===== src/rtl/usb_rx_sequencer.sv =====
// Low-speed USB receive sequencer: SYNC hunt, bit unstuffing, LSB-first byte
// assembly, EOP alignment check, overflow/timeout detection and error reporting.
module usb_rx_sequencer #(
    parameter int unsigned SYNC_MIN_ZEROS = 5,
    parameter int unsigned MAX_BYTES      = 16,
    parameter int unsigned BIT_TIMEOUT    = 160
) (
    input  logic       clk,
    input  logic       rst,
    input  logic       bit_strobe,
    input  logic       bit_data,
    input  logic       rx_eop,
    output logic       rx_active,
    output logic       rx_valid,
    output logic [7:0] rx_data,
    output logic       rx_error,
    output logic [2:0] rx_err_code
);

    localparam int unsigned BYTE_W = $clog2(MAX_BYTES + 1);
    localparam int unsigned IDLE_W = $clog2(BIT_TIMEOUT + 1);

    typedef enum logic [1:0] {ST_IDLE, ST_SYNC, ST_DATA, ST_DRAIN} state_t;

    state_t             state, state_nxt;
    logic [2:0]         zero_cnt, zero_nxt;
    logic [2:0]         ones_cnt, ones_nxt;
    logic [2:0]         bit_cnt, bit_nxt;
    logic [BYTE_W-1:0]  byte_cnt, byte_nxt;
    logic [IDLE_W-1:0]  idle_cnt, idle_nxt;
    logic [7:0]         shift, shift_nxt;
    logic               rx_eop_q;
    logic               eop_rise;
    logic               active_nxt, valid_nxt, error_nxt;
    logic [7:0]         data_nxt;
    logic [2:0]         code_nxt;

    assign eop_rise = rx_eop & ~rx_eop_q;

    always_ff @(posedge clk or posedge rst) begin
        if (rst) begin
            state       <= ST_IDLE;
            zero_cnt    <= '0;
            ones_cnt    <= '0;
            bit_cnt     <= '0;
            byte_cnt    <= '0;
            idle_cnt    <= '0;
            shift       <= '0;
            rx_eop_q    <= 1'b0;
            rx_active   <= 1'b0;
            rx_valid    <= 1'b0;
            rx_data     <= '0;
            rx_error    <= 1'b0;
            rx_err_code <= '0;
        end else begin
            state       <= state_nxt;
            zero_cnt    <= zero_nxt;
            ones_cnt    <= ones_nxt;
            bit_cnt     <= bit_nxt;
            byte_cnt    <= byte_nxt;
            idle_cnt    <= idle_nxt;
            shift       <= shift_nxt;
            rx_eop_q    <= rx_eop;
            rx_active   <= active_nxt;
            rx_valid    <= valid_nxt;
            rx_data     <= data_nxt;
            rx_error    <= error_nxt;
            rx_err_code <= code_nxt;
        end
    end

    always_comb begin
        state_nxt  = state;
        zero_nxt   = zero_cnt;
        ones_nxt   = ones_cnt;
        bit_nxt    = bit_cnt;
        byte_nxt   = byte_cnt;
        idle_nxt   = idle_cnt;
        shift_nxt  = shift;
        active_nxt = rx_active;
        valid_nxt  = 1'b0;
        data_nxt   = rx_data;
        error_nxt  = 1'b0;
        code_nxt   = rx_err_code;

        case (state)
            ST_IDLE: begin
                if (bit_strobe) begin
                    if (!bit_data) begin
                        if (zero_cnt != 3'd7) zero_nxt = zero_cnt + 3'd1;
                    end else begin
                        zero_nxt = '0;
                        if (zero_cnt >= 3'(SYNC_MIN_ZEROS)) begin
                            state_nxt  = ST_DATA;
                            active_nxt = 1'b1;
                            ones_nxt   = '0;
                            bit_nxt    = '0;
                            byte_nxt   = '0;
                            idle_nxt   = '0;
                            shift_nxt  = '0;
                        end
                    end
                end
            end

            ST_DATA: begin
                // EOP takes priority over a coincident strobe; that bit is dropped
                if (eop_rise) begin
                    state_nxt  = ST_IDLE;
                    active_nxt = 1'b0;
                    if (bit_cnt != '0) begin
                        error_nxt = 1'b1;
                        code_nxt  = 3'd2;
                    end
                end else if (bit_strobe) begin
                    idle_nxt = '0;
                    if (ones_cnt == 3'd6) begin
                        if (bit_data) begin
                            error_nxt = 1'b1;
                            code_nxt  = 3'd1;
                            state_nxt = ST_DRAIN;
                        end else begin
                            ones_nxt = '0;
                        end
                    end else begin
                        ones_nxt  = bit_data ? ones_cnt + 3'd1 : 3'd0;
                        shift_nxt = {bit_data, shift[7:1]};
                        if (bit_cnt == 3'd7) begin
                            bit_nxt = '0;
                            if (byte_cnt == BYTE_W'(MAX_BYTES)) begin
                                error_nxt = 1'b1;
                                code_nxt  = 3'd3;
                                state_nxt = ST_DRAIN;
                            end else begin
                                valid_nxt = 1'b1;
                                data_nxt  = shift_nxt;
                                byte_nxt  = byte_cnt + 1'b1;
                            end
                        end else begin
                            bit_nxt = bit_cnt + 3'd1;
                        end
                    end
                end else if (idle_cnt == IDLE_W'(BIT_TIMEOUT - 1)) begin
                    error_nxt  = 1'b1;
                    code_nxt   = 3'd4;
                    state_nxt  = ST_IDLE;
                    active_nxt = 1'b0;
                end else begin
                    idle_nxt = idle_cnt + 1'b1;
                end
            end

            ST_DRAIN: begin
                if (eop_rise) begin
                    state_nxt  = ST_IDLE;
                    active_nxt = 1'b0;
                end else if (bit_strobe) begin
                    idle_nxt = '0;
                end else if (idle_cnt == IDLE_W'(BIT_TIMEOUT - 1)) begin
                    error_nxt  = 1'b1;
                    code_nxt   = 3'd4;
                    state_nxt  = ST_IDLE;
                    active_nxt = 1'b0;
                end else begin
                    idle_nxt = idle_cnt + 1'b1;
                end
            end

            default: begin
                state_nxt  = ST_IDLE;
                active_nxt = 1'b0;
            end
        endcase
    end

endmodule

===== config.mk =====
export PLATFORM = sky130hd
export DESIGN_NAME = usb_rx_sequencer
export DESIGN_NICKNAME = d
export VERILOG_FILES = /design/src/rtl/usb_rx_sequencer.sv
export SDC_FILE = /design/constraint.sdc
export NUM_CORES = 1
export LEC_CHECK = 0
export CAP_MARGIN = 20
export CORE_ASPECT_RATIO = 1.4
export CORE_MARGIN = 3
export CORE_UTILIZATION = 35
export CTS_CLUSTER_SIZE = 8
export DETAILED_ROUTE_END_ITERATION = 10
export HOLD_SLACK_MARGIN = 0.15
export PLACE_DENSITY = 0.56
export SKIP_LAST_GASP = 1
export SYNTH_ARGS = -nofsm -noshare
export SYNTH_HDL_FRONTEND = slang
export SYNTH_SLANG_ARGS = --single-unit

===== constraint.sdc =====
create_clock -name clk -period 2.1 [get_ports clk]
set_clock_uncertainty 0.05 [all_clocks]
set_input_delay 0.42 -clock clk [delete_from_list [all_inputs] [get_ports clk]]
set_output_delay 0.42 -clock clk [all_outputs]
set_load 0.1 [all_outputs]

Word-level counts from Yosys, hierarchy flattened
Index checks and enable logic that the tools add are counted.

Output and inout bits: 14. Flip-flop bits (word level): 47. Logic and storage cells: 151. Input bits: 5.

Muxes and demuxes: 84. $add $sub $neg: 5. Order comparisons: 1. Bitwise logic cells: 5. Equality and inequality tests: 27. Reduce and logical (&&, ||, !) cells: 16.

Operator list (number): 2-to-1 mux 3 bit (24); 2-to-1 mux 8 bit (9); 2-to-1 mux 5 bit (8); case mux 8 bit (2 select lines) (2); AND reduction 7 bit (4); 2-to-1 mux 2 bit (12); 2-to-1 mux 1 bit (22); inequality test 2 bit, second input constant (11); case mux 3 bit (2 select lines) (3); inequality test 3 bit, second input constant (5); inequality test 5 bit, second input constant (3); AND reduction 6 bit (2); case mux 5 bit (2 select lines) (1); adder 3 x 1 -> 3 bit, second input constant (3); AND reduction 9 bit (1); adder 8 x 1 -> 8 bit, second input constant (1); == test 8 bit, second input constant (1); nonzero test 2 bit (4); == test 3 bit, second input constant (2); case mux 2 bit (3 select lines) (1); adder 5 x 1 -> 5 bit, second input constant (1); == test 5 bit, second input constant (1); AND reduction 5 bit (1); == test 2 bit, second input constant (2); other kinds (10) (14).

Depth between registers and ports, before layout
Word-level depth: 7. Depth in mapped cells: 8.

Worst setup path before layout
No wires, ideal clock.

Kind: register to register. From: register bit_cnt[0]. To: register byte_cnt[4]. Required time: 1.906 ns. Stages on the path, launching flop included: 7. Arrival time: 1.814 ns. Buffers on the path: 0. Setup slack: 0.092 ns. Setup time: 0.144 ns. Cell sequence: dfrtp_1 ha_1 ha_1 a21bo_2 or3_4 a2111oi_0 o21ai_0.

Word-level cells in the longest chain between the ends: 3.

Ends and longest elaborated chain: start, declared (line 28) `logic [2:0] bit_cnt, bit_nxt;`; start signal, assigned (line 59) `bit_cnt <= bit_nxt;`; == test 3 bit (line 128) `if (bit_cnt == 3'd7) begin`; inequality test 2 bit (no source line); AND reduction 9 bit (no source line); end signal, assigned (line 60) `byte_cnt <= byte_nxt;`; end, declared (line 29) `logic [BYTE_W-1:0] byte_cnt, byte_nxt;`.

No other way between the ends. A chain may end at the register's enable or synchronous reset.

Worst setup path in the final report
From: register bit_cnt[1]. To: register byte_cnt[0].

Same word-level chain as after synthesis.

==> metrics <==
Post-Synth Adder-Cell Area 5.87%; Netlist cell types 45; crit path DAT 2.27 ns; Tot GR Track Use 13.6%; syn avg cell area 10.0 µm²; crit start category flip-flop; I/O pins 19; Routed Antenna Nets 0; Synth Area in XOR/XNOR 0%; register bit total from synthesis 46; largest net degree at the start of global routing 47; total length of routed wires 4.80 mm; most frequent cell after synthesis dfrtp_1; failing checks negative setup slack; post-synth top area share 49.1%; hold crit path type input pin to asynchronous set/reset pin; Slew @ Worst Pin 0.436 ns; fillers 607; Num CTS Buffers 5; first-pass GRT wire length 8.19 mm; Worst slew margin 70.7%; FP Rows 34; Port Buffer Count 18; Worst VDD drop 636 µV; Leak 1.39 nW; CP required 2.25 ns; Syn. warnings 0; CTS tree done; Placement Setup Slack -0.222 ns; Fmax 0.472 GHz; Synth top cells by count dfrtp_1, o21ai_0, inv_1, nand3_1, nand2_1; Non-Filler Instances 361; wire per inst 13.3 µm; Seq/Total Area, Yosys 49.1%; deepest clock path buffer count 2; initial antenna violation count 0; Core Region 6340 µm²; post-synth top area cell dfrtp_1; post-synth net total 250; RSZ-0062 raised after global routing true; Die X-Extent 75.2 µm; Max FO, Critical Path 4; Async SR Flop Fraction 100%; vias in the first global route 1,790; Worst-path clk slew 0.09 ns; crit path kind flip-flop to flip-flop; Reg2Reg Setup Slack -0.02 ns; Area growth syn-to-layout 27.9%; Ant. Diodes 0; Iteration-0 DRC Markers 72; H-tree depth 2; combinational family with the most area after synthesis simple AND/OR/NAND/NOR gates; Synth Area in Simple Gates 18.3%; Setup WS post-layout -0.0172 ns; first drt pass iteration count 4; number of synthesized flops with an enable pin 0; routed vias 1,861; Die H 103 µm; Critical Path End Type flip-flop; fin. max-slew vios 0; initial core utilization 37.0%; Pwr Density 910 nW/µm²; Final setup viols 2; nets 304; Die ar. 7730 µm²; Inst Count DP 351; synth top area cells dfrtp_1, ha_1, o21ai_0, mux2_2, nand3_1; Setup TNS Final -0.0205 ns; HPWL Detailed 3.43 mm; clock root buffer clkbuf_8; fraction of layout cells with a size suffix above 1 29.4%; clk sinks 46; DRC violations left 0; Post-Synthesis Cells 234; Final Cycle Share 101%; max-cap check violation count 0; Synth Cell Area 2340 µm²; Synth Area in Compound Gates 16.1%; final RePlAce weighted congestion 0.799; final hold vios 0; dominant synthesized flop cell dfrtp_1; status finished, violations left; GR Overflow Total 0; worst-skew pair later-pin latency 0.30 ns; Tmin final 2.12 ns; via-per-instance ratio 5.16; post-synthesis mux area share 5.66%
## cell families after synthesis
| kind of cell | count (synthesis) |
|---|---|
| simple gates | 81 |
| compound gates | 56 |
| flops | 46 |
| buf+inv | 28 |
| mux | 12 |
| fa+ha+maj | 11 |
## timing repair
| item | in CTS | in global routing |
|---|---|---|
| endpoints found under the hold margin | 0 | 0 |
| hold buffers | 0 | 0 |
| setup buffers | 0 | 2 |
| cloned | 0 | 0 |
| gates resized for setup | 1 | 10 |
| pin swaps | 1 | 4 |
| endpoints found under the setup margin | 5 | 7 |
## where the power goes
| group | leakage [nW] | switching, mW | internal, mW |
|---|---|---|---|
| clock | 0.0447 | 0.316 | 0.240 |
| combinational | 0.731 | 0.586 | 0.383 |
| sequential | 0.613 | 0.140 | 1.06 |
## through the flow
stage / total power [mW] / instance area (µm²) / hold slack, ns / utilization, %
global placement: 2.13 / 2830 / 0.441 / 44.7
floorplan: 1.82 / 2340 / 0.401 / -
detailed placement: 2.15 / 2830 / 0.443 / 44.7
finish: 2.73 / 3000 / 0.417 / 47.3
global route: 2.91 / 3000 / 0.424 / 47.3
CTS: 2.73 / 2930 / 0.421 / 46.2
## registers in the layout, indices dropped and copies added (netlist names)
signal and flops:
rx_valid 1, idle_cnt 8, byte_cnt 5, rx_data 8, bit_cnt 3, ones_cnt 3
shift 7, rx_error 1, rx_eop_q 1, rx_err_code 3, rx_active 1, state 2
zero_cnt 3
## worst max-delay path, cell delays in order (launching register included)
cell and delay, ns:
dfrtp_1 0.40, ha_4 0.16, ha_4 0.12, a21bo_4 0.22, or3_4 0.33, buf_6 0.13
a211oi_4 0.29, buf_6 0.15, nor2_1 0.04, a21o_1 0.14
## layout by cell type, fill, tap and decap left out, drive strengths merged, types with 2 or more instances in the layout
| cell | netlist | final |
|---|---|---|
| buf | 4 | 52 |
| dfrtp | 46 | 46 |
| o21ai | 27 | 27 |
| inv | 19 | 20 |
| nand3 | 19 | 19 |
| nand2 | 18 | 18 |
| nor2 | 15 | 15 |
| ha | 11 | 11 |
| mux2 | 10 | 10 |
| nand2b | 7 | 7 |
| a21oi | 5 | 5 |
| o31ai | 5 | 5 |
| clkbuf | 5 | 5 |
| a211oi | 5 | 5 |
| clkdlybuf4s50 | 0 | 4 |
| or3 | 4 | 4 |
| nand4 | 3 | 3 |
| nor3 | 3 | 3 |
| nor3b | 2 | 2 |
| nor2b | 2 | 2 |
| a31o | 2 | 2 |
| a31oi | 2 | 2 |
| mux2i | 2 | 2 |
## layout make-up
| type | instances | area [µm²] | area share [%] |
|---|---|---|---|
| inverters | 19 | 71.3 | 2.38 |
| flip-flops and latches | 46 | 1150 | 38.4 |
| well taps | 72 | 90.1 | 3.01 |
| clock inverters | 3 | 25.0 | 0.835 |
| repair buffers | 56 | 463 | 15.4 |
| clock buffers | 5 | 68.8 | 2.30 |
| multi-input cells | 160 | 1130 | 37.6 |
## metal layers
layer	wire [µm]	vias to the layer above	share of wire (%)	track usage, %
li1	-	936	-	-
met1	2160	889	45	17.7
met2	2430	29	51	22.5
met3	113	7	2.4	2.73
met4	90	0	1.9	4.85
met5	0	-	0	0
## path summary, 6_finish.rpt
path / cells after the start / end / from
max in group asynchronous: 3 / idle_cnt[5] / rst
max: 9 / byte_cnt[0] / bit_cnt[1]
min: 3 / rx_data[3] / rst
min in group clk: 1 / rx_data[3] / rx_data[3]
max reg2reg: 9 / byte_cnt[0] / bit_cnt[1]
min reg2reg: 1 / rx_data[3] / rx_data[3]
Power figures use the tool's default switching activity.
